==> config.mk <==
export PLATFORM = sky130hd
export DESIGN_NAME = fp_mul_iter
export DESIGN_NICKNAME = d
export VERILOG_FILES = /design/src/rtl/fp_mul_iter.sv
export SDC_FILE = /design/constraint.sdc
export NUM_CORES = 1
export LEC_CHECK = 0
export CORE_ASPECT_RATIO = 0.5
export CORE_UTILIZATION = 50
export CTS_BUF_LIST = sky130_fd_sc_hd__clkbuf_2 sky130_fd_sc_hd__clkbuf_4 sky130_fd_sc_hd__clkbuf_8
export CTS_CLUSTER_SIZE = 10
export DETAILED_ROUTE_END_ITERATION = 6
export DONT_BUFFER_PORTS = 1
export SLEW_MARGIN = 10
export SYNTH_ARGS = -nofsm -noshare
export SYNTH_HDL_FRONTEND = slang
export SYNTH_SLANG_ARGS = --single-unit
==> constraint.sdc <==
create_clock -name clk -period 3.6 [get_ports clk]
set_clock_uncertainty 0.15 [all_clocks]
set_input_delay 0.72 -clock clk [delete_from_list [all_inputs] [get_ports clk]]
set_output_delay 0.72 -clock clk [all_outputs]
set_load 0.01 [all_outputs]
==> src/rtl/fp_mul_iter.sv <==
// fp_mul_iter: iterative floating-point multiplier with start/done handshake.
// Sequence: IDLE -> LOAD -> MUL (N shift-add cycles) -> NORM -> RND -> DONE.
// Denormal operands are flushed to zero. The result exponent saturates to Inf
// on overflow and flushes to zero on underflow.
// Optional macro FP_MUL_RNE_EN: round-to-nearest-even when defined,
// truncation toward zero when undefined. Latency is the same in both builds.
module fp_mul_iter #(
  parameter int EXP_W     = 8,
  parameter int MAN_W     = 23,
  parameter int STEP_BITS = 1
) (
  input  logic                 clk,
  input  logic                 rst,
  input  logic                 start_sig,
  input  logic [EXP_W+MAN_W:0] A,
  input  logic [EXP_W+MAN_W:0] B,
  output logic [EXP_W+MAN_W:0] result,
  output logic                 done_sig,
  output logic                 busy,
  output logic [2:0]           flags
);

  localparam int W      = EXP_W + MAN_W + 1;
  localparam int SIG_W  = MAN_W + 1;
  localparam int PROD_W = 2 * SIG_W;
  localparam int N      = SIG_W / STEP_BITS;
  localparam int CNT_W  = (N > 1) ? $clog2(N) : 1;
  localparam int EW     = EXP_W + 2;
  localparam int PP_W   = SIG_W + STEP_BITS;

  localparam logic [EW-1:0] EXP_MAX = {2'b00, {EXP_W{1'b1}}};
  localparam logic [EW-1:0] BIAS    = {3'b000, {(EXP_W-1){1'b1}}};
  localparam logic [W-1:0]  QNAN    = {1'b0, {EXP_W{1'b1}}, 1'b1, {(MAN_W-1){1'b0}}};

  typedef enum logic [2:0] {S_IDLE, S_LOAD, S_MUL, S_NORM, S_RND, S_DONE} state_t;

  state_t             state_q, state_d;
  logic [W-1:0]       a_q, a_d, b_q, b_d;
  logic               sign_q, sign_d;
  logic [EW-1:0]      exp_q, exp_d;
  logic [SIG_W-1:0]   acc_q, acc_d;     // upper half of the running product
  logic [SIG_W-1:0]   mplier_q, mplier_d; // multiplier digits, refilled with low product bits
  logic [CNT_W-1:0]   cnt_q, cnt_d;
  logic [MAN_W-1:0]   frac_q, frac_d;
  logic [W-1:0]       pend_res_q, pend_res_d;
  logic [2:0]         pend_flg_q, pend_flg_d;
  logic [W-1:0]       result_q, result_d;
  logic [2:0]         flags_q, flags_d;
  logic               done_q, done_d;
  logic               busy_q, busy_d;
`ifdef FP_MUL_RNE_EN
  logic               guard_q, guard_d;
  logic               sticky_q, sticky_d;
`endif

  // Operand field decode from the latched operands.
  logic [EXP_W-1:0] ea, eb;
  logic [MAN_W-1:0] fa, fb;
  logic a_zero, b_zero, a_inf, b_inf, a_nan, b_nan, sign_ab;
  assign ea      = a_q[W-2 -: EXP_W];
  assign eb      = b_q[W-2 -: EXP_W];
  assign fa      = a_q[MAN_W-1:0];
  assign fb      = b_q[MAN_W-1:0];
  assign a_zero  = (ea == '0);
  assign b_zero  = (eb == '0);
  assign a_nan   = (&ea) & (|fa);
  assign b_nan   = (&eb) & (|fb);
  assign a_inf   = (&ea) & ~(|fa);
  assign b_inf   = (&eb) & ~(|fb);
  assign sign_ab = a_q[W-1] ^ b_q[W-1];

  // One shift-add step: upper product half plus multiplicand times the next digit.
  logic [PP_W-1:0] mcand_ext, step_sum;
  always_comb begin
    mcand_ext = {{STEP_BITS{1'b0}}, 1'b1, fa};
    step_sum  = {{STEP_BITS{1'b0}}, acc_q};
    for (int k = 0; k < STEP_BITS; k++) begin
      if (mplier_q[k]) step_sum = step_sum + (mcand_ext << k);
    end
  end

  // Rounding of the normalised fraction; a carry out bumps the exponent.
  logic [EW-1:0]    exp_r;
  logic [MAN_W-1:0] frac_r;
`ifdef FP_MUL_RNE_EN
  logic             round_up;
  logic [MAN_W:0]   frac_sum;
  always_comb begin
    round_up = guard_q & (sticky_q | frac_q[0]);
    frac_sum = {1'b0, frac_q} + {{MAN_W{1'b0}}, round_up};
    frac_r   = frac_sum[MAN_W-1:0];
    exp_r    = exp_q + {{(EW-1){1'b0}}, frac_sum[MAN_W]};
  end
`else
  always_comb begin
    frac_r = frac_q;
    exp_r  = exp_q;
  end
`endif

  logic ovf, unf;
  assign ovf = ~exp_r[EW-1] & (exp_r >= EXP_MAX);
  assign unf = exp_r[EW-1] | (exp_r == '0);

  // Next-state and datapath update for every FSM state.
  logic [PROD_W-1:0] prod;
  always_comb begin
    state_d    = state_q;
    a_d        = a_q;
    b_d        = b_q;
    sign_d     = sign_q;
    exp_d      = exp_q;
    acc_d      = acc_q;
    mplier_d   = mplier_q;
    cnt_d      = cnt_q;
    frac_d     = frac_q;
    pend_res_d = pend_res_q;
    pend_flg_d = pend_flg_q;
    result_d   = result_q;
    flags_d    = flags_q;
    done_d     = 1'b0;
    busy_d     = busy_q;
    prod       = {acc_q, mplier_q};
`ifdef FP_MUL_RNE_EN
    guard_d    = guard_q;
    sticky_d   = sticky_q;
`endif
    case (state_q)
      S_IDLE: begin
        busy_d = start_sig;
        if (start_sig) begin
          a_d     = A;
          b_d     = B;
          state_d = S_LOAD;
        end
      end
      S_LOAD: begin
        sign_d = sign_ab;
        if (a_nan | b_nan | (a_inf & b_zero) | (b_inf & a_zero)) begin
          pend_res_d = QNAN;
          pend_flg_d = 3'b100;
          state_d    = S_DONE;
        end else if (a_inf | b_inf) begin
          pend_res_d = {sign_ab, {EXP_W{1'b1}}, {MAN_W{1'b0}}};
          pend_flg_d = 3'b000;
          state_d    = S_DONE;
        end else if (a_zero | b_zero) begin
          pend_res_d = {sign_ab, {(W-1){1'b0}}};
          pend_flg_d = 3'b000;
          state_d    = S_DONE;
        end else begin
          acc_d    = '0;
          mplier_d = {1'b1, fb};
          exp_d    = {2'b00, ea} + {2'b00, eb} - BIAS;
          cnt_d    = '0;
          state_d  = S_MUL;
        end
      end
      S_MUL: begin
        acc_d    = step_sum[PP_W-1:STEP_BITS];
        mplier_d = {step_sum[STEP_BITS-1:0], mplier_q[SIG_W-1:STEP_BITS]};
        cnt_d    = cnt_q + CNT_W'(1);
        if (cnt_q == CNT_W'(N-1)) state_d = S_NORM;
      end
      S_NORM: begin
        if (prod[PROD_W-1]) begin
          frac_d   = prod[PROD_W-2 -: MAN_W];
          exp_d    = exp_q + EW'(1);
`ifdef FP_MUL_RNE_EN
          guard_d  = prod[MAN_W];
          sticky_d = |prod[MAN_W-1:0];
`endif
        end else begin
          frac_d   = prod[PROD_W-3 -: MAN_W];
`ifdef FP_MUL_RNE_EN
          guard_d  = prod[MAN_W-1];
          sticky_d = |prod[MAN_W-2:0];
`endif
        end
        state_d = S_RND;
      end
      S_RND: begin
        if (ovf) begin
          pend_res_d = {sign_q, {EXP_W{1'b1}}, {MAN_W{1'b0}}};
          pend_flg_d = 3'b010;
        end else if (unf) begin
          pend_res_d = {sign_q, {(W-1){1'b0}}};
          pend_flg_d = 3'b001;
        end else begin
          pend_res_d = {sign_q, exp_r[EXP_W-1:0], frac_r};
          pend_flg_d = 3'b000;
        end
        state_d = S_DONE;
      end
      S_DONE: begin
        result_d = pend_res_q;
        flags_d  = pend_flg_q;
        done_d   = 1'b1;
        busy_d   = 1'b1;
        state_d  = S_IDLE;
      end
      default: state_d = S_IDLE;
    endcase
  end

  // State and datapath registers with synchronous reset.
  always_ff @(posedge clk) begin
    if (rst) begin
      state_q    <= S_IDLE;
      a_q        <= '0;
      b_q        <= '0;
      sign_q     <= 1'b0;
      exp_q      <= '0;
      acc_q      <= '0;
      mplier_q   <= '0;
      cnt_q      <= '0;
      frac_q     <= '0;
      pend_res_q <= '0;
      pend_flg_q <= '0;
      result_q   <= '0;
      flags_q    <= '0;
      done_q     <= 1'b0;
      busy_q     <= 1'b0;
`ifdef FP_MUL_RNE_EN
      guard_q    <= 1'b0;
      sticky_q   <= 1'b0;
`endif
    end else begin
      state_q    <= state_d;
      a_q        <= a_d;
      b_q        <= b_d;
      sign_q     <= sign_d;
      exp_q      <= exp_d;
      acc_q      <= acc_d;
      mplier_q   <= mplier_d;
      cnt_q      <= cnt_d;
      frac_q     <= frac_d;
      pend_res_q <= pend_res_d;
      pend_flg_q <= pend_flg_d;
      result_q   <= result_d;
      flags_q    <= flags_d;
      done_q     <= done_d;
      busy_q     <= busy_d;
`ifdef FP_MUL_RNE_EN
      guard_q    <= guard_d;
      sticky_q   <= sticky_d;
`endif
    end
  end

  assign result   = result_q;
  assign flags    = flags_q;
  assign done_sig = done_q;
  assign busy     = busy_q;

endmodule

==> impl_metrics.py <==
metrics = {
    "setup_path": {
        "r2r_end": "exp_q[9]",
        "path_delay_family": "compound AO/OA/AOI/OAI gates",
        "r2r_cells": 10,
        "crit_path_start_kind": "flop",
        "critPathArrivalTime_ns": 3.23,
        "r2r-start": "a_q[24]",
        "crit_start": "a_q[24]",
        "end_kind": "flop",
        "crit_cells": 10,
        "reg2reg_slack_ns": 0.67,
        "worstSetupPathType": "reg2reg",
        "cp.required_ns": 3.90,
        "crit_fanout": 4,
        "crit_buf_inv": 0,
        "endpoint": "exp_q[9]",
        "slowest_delay_ns": 0.46,
        "crit_chain": "ha_1 -> ha_1 -> fa_1 -> a21o_1 -> a21oi_1 -> o21bai_1 -> a21o_1 -> a2111oi_0 -> o21ai_0 -> a21oi_1",
        "critPathSlowestCell": "a2111oi_0",
    },
    "yosys": {
        "ys_seq_area_share_pct": 42.2,
        "synth.most_common_cell": "nand2_1",
        "syn_inst": 1307,
        "synth_edf_count": 0,
        "yosys_warnings": 0,
        "synth_area_leaders": "dfxtp_1 42%, nand2_1 10%, a21oi_1 7.1%",
        "synthFlopType": "dfxtp_1",
        "syn-num-nets": 1417,
        "avgSynthCellArea_um2": 8.20,
        "ys_ff_latch": 226,
        "synth-async-reset-ratio_pct": 0,
        "ys_top_cells_by_count": "284 x nand2_1, 226 x dfxtp_1, 152 x a21oi_1",
        "synth_largest_area_cell": "dfxtp_1",
        "yosysTopAreaCellShare_pct": 42.2,
        "ys_types": 76,
        "netlist_area_um2": 10700,
    },
    "final_layout": {
        "final_nets": 1374,
        "multiInputGateArea_um2": 5680,
        "drive_above_1_share_pct": 7.78,
        "area_growth_pct": 6.73,
        "register_area_um2": 4520,
        "diodes": 0,
        "nFillCells": 2028,
    },
    "timing": {
        "layout_min_cycle_time_ns": 2.93,
        "tns_ns": 0,
        "tightest_slew_ns": 0.911,
        "hold_viol": 0,
        "rsz0062_at_grt": "false",
        "setup_viol": 0,
        "slew_violations": 0,
        "fmax_mhz": 341,
        "relSlewSlack_pct": 39.3,
        "period_share_pct": 81.5,
    },
    "power": {
        "power_uw": 6180,
        "ir_drop_mv": 0.243,
        "p_leak_uw": 0.00405,
        "p_per_area_nw_per_um2": 541,
    },
    "run_status": {
        "status": "finished, final reports clean",
    },
    "route": {
        "top_layer_used": "met4",
        "first_iter_violations": 621,
        "wl_met3_um": 1530,
        "routed-wl-met2_um": 11000,
        "post_drt_wl_per_cell_um": 16.4,
        "drc": 0,
        "post_drt_via_cell_ratio": 5.73,
        "drt-met1-wl_um": 12700,
        "via_count": 8930,
        "antenna_left": 0,
        "firstDrtPassIters": 5,
        "finalWirelength_um": 25600,
    },
    "die": {
        "die_h_um": 105,
        "rows": 37,
        "initial_core_util_pct": 51.5,
        "die_x_um": 209,
        "core_um2": 20800,
        "io_pins": 104,
        "dieArea_um2": 22000,
    },
    "hold_path": {
        "hp-class": "in2reg",
    },
    "grt": {
        "grt_pass1_vias": 8222,
        "grt_max_degree": 234,
        "grt_pass1_wl_um": 41900,
        "globalRoute.totalOverflow": 0,
        "track_usage_pct": 23.2,
        "antenna_found_initial": 0,
    },
    "clocking": {
        "cts_buffers": 34,
        "htree_levels": 2,
        "root_buffer": "clkbuf_8",
        "cts_tree": "built",
        "cts_resized": 0,
        "hold_buffers": 0,
        "cts_setup_buffers": 0,
        "cts.path.max_buffers": 3,
        "clk_pin_slew_ns": 0.07,
        "clk_latency_ns": 0.52,
        "cts.sinks": 226,
    },
    "placed_design": {
        "gp_congestion": 0.890,
        "port_buffers": 0,
        "post-dp-hpwl_um": 17400,
    },
    "flow_run": {
        "maxCapViolCount": 0,
    },
}
routing by layer:
metal	vias up	track usage [%]
li1	4542	-
met1	4153	33.4
met2	195	35.3
met3	40	4.95
met4	0	5.46
met5	-	0
worst register-to-register path, cell delays in order (launching register included):
cell and delay, ns:
dfxtp_1 0.34, ha_1 0.31, ha_1 0.22, fa_1 0.41, a21o_1 0.17, a21oi_1 0.22, o21bai_1 0.10, a21o_1 0.20
a2111oi_0 0.46, o21ai_0 0.15, a21oi_1 0.16
cell type report:
class,instances,share of cell area [%]
flip-flops and latches,226,39.6
repair buffers,10,0.657
well taps,273,2.99
clock buffers,54,5.95
multi-input cells,963,49.7
inverters,29,0.952
clock inverters,4,0.197
cell usage in the layout, fill, tap and decap left out, drive strengths merged, types with 7 or more instances in the layout:
master	n
xor2	9
a21oi	153
mux2i	35
nor4	13
nand3	10
a311oi	21
buf	10
clkbuf	54
ha	41
a221oi	12
xnor2	19
nor3	18
inv	29
nand3b	7
a211oi	33
a31oi	12
nor3b	9
a22oi	36
nand4	15
o22ai	10
nand2	285
dfxtp	226
a21o	11
o21ai	25
nor2	119
logic make-up (layout without fill, tap and decap cells):
kind of cell	after synthesis	after routing	share of synthesized area, %
mux	37	37	3.48
fa+ha+maj	43	43	5.16
compound gates	346	346	21.0
simple gates	509	509	21.0
xor+xnor	28	28	2.29
buf+inv	118	97	4.85
flops	226	226	42.2
per-stage QoR:
stage | instances | setup slack (ns) | area [um^2] | utilization, % | hold slack, ns
global route | 1559 | 0.478 | 11400 | 55.0 | 0.0796
finish | 1559 | 0.667 | 11400 | 55.0 | 0.111
floorplan | 1307 | 0.961 | 10700 | - | 0.282
CTS | 1559 | 0.677 | 11400 | 55.0 | 0.0955
global placement | 1501 | 0.813 | 10700 | 51.6 | 0.291
detailed placement | 1501 | 0.678 | 10700 | 51.6 | 0.294
sequential cells by signal, summed over array words and instances (netlist names):
| register | count |
|---|---|
| flags | 3 |
| state_q | 3 |
| pend_flg_q | 3 |
| result | 32 |
| mplier_q | 24 |
| sign_q | 1 |
| frac_q | 23 |
| acc_q | 24 |
| done_sig | 1 |
| b_q | 32 |
| busy | 1 |
| cnt_q | 5 |
| exp_q | 10 |
| pend_res_q | 32 |
| a_q | 32 |
power breakdown:
part | leakage [uW] | switching, uW | internal (uW)
Combinational | 0.00184 | 709 | 386
Clock | 0.000374 | 985 | 1200
Sequential | 0.00183 | 201 | 2700
worst min path at each step:
stage                               from              to  slack [ns]  cells after the start
after floorplan            pend_flg_q[1]        flags[1]        0.28                      2
after global placement    pend_res_q[28]      result[28]        0.29                      2
after detailed placement  pend_res_q[30]      result[30]        0.29                      2
after CTS                            rst  pend_res_q[17]         0.1                      1
after global routing                 rst         a_q[20]        0.08                      1
final                                rst         a_q[20]        0.11                      1
(Power assumes the default switching activity.)
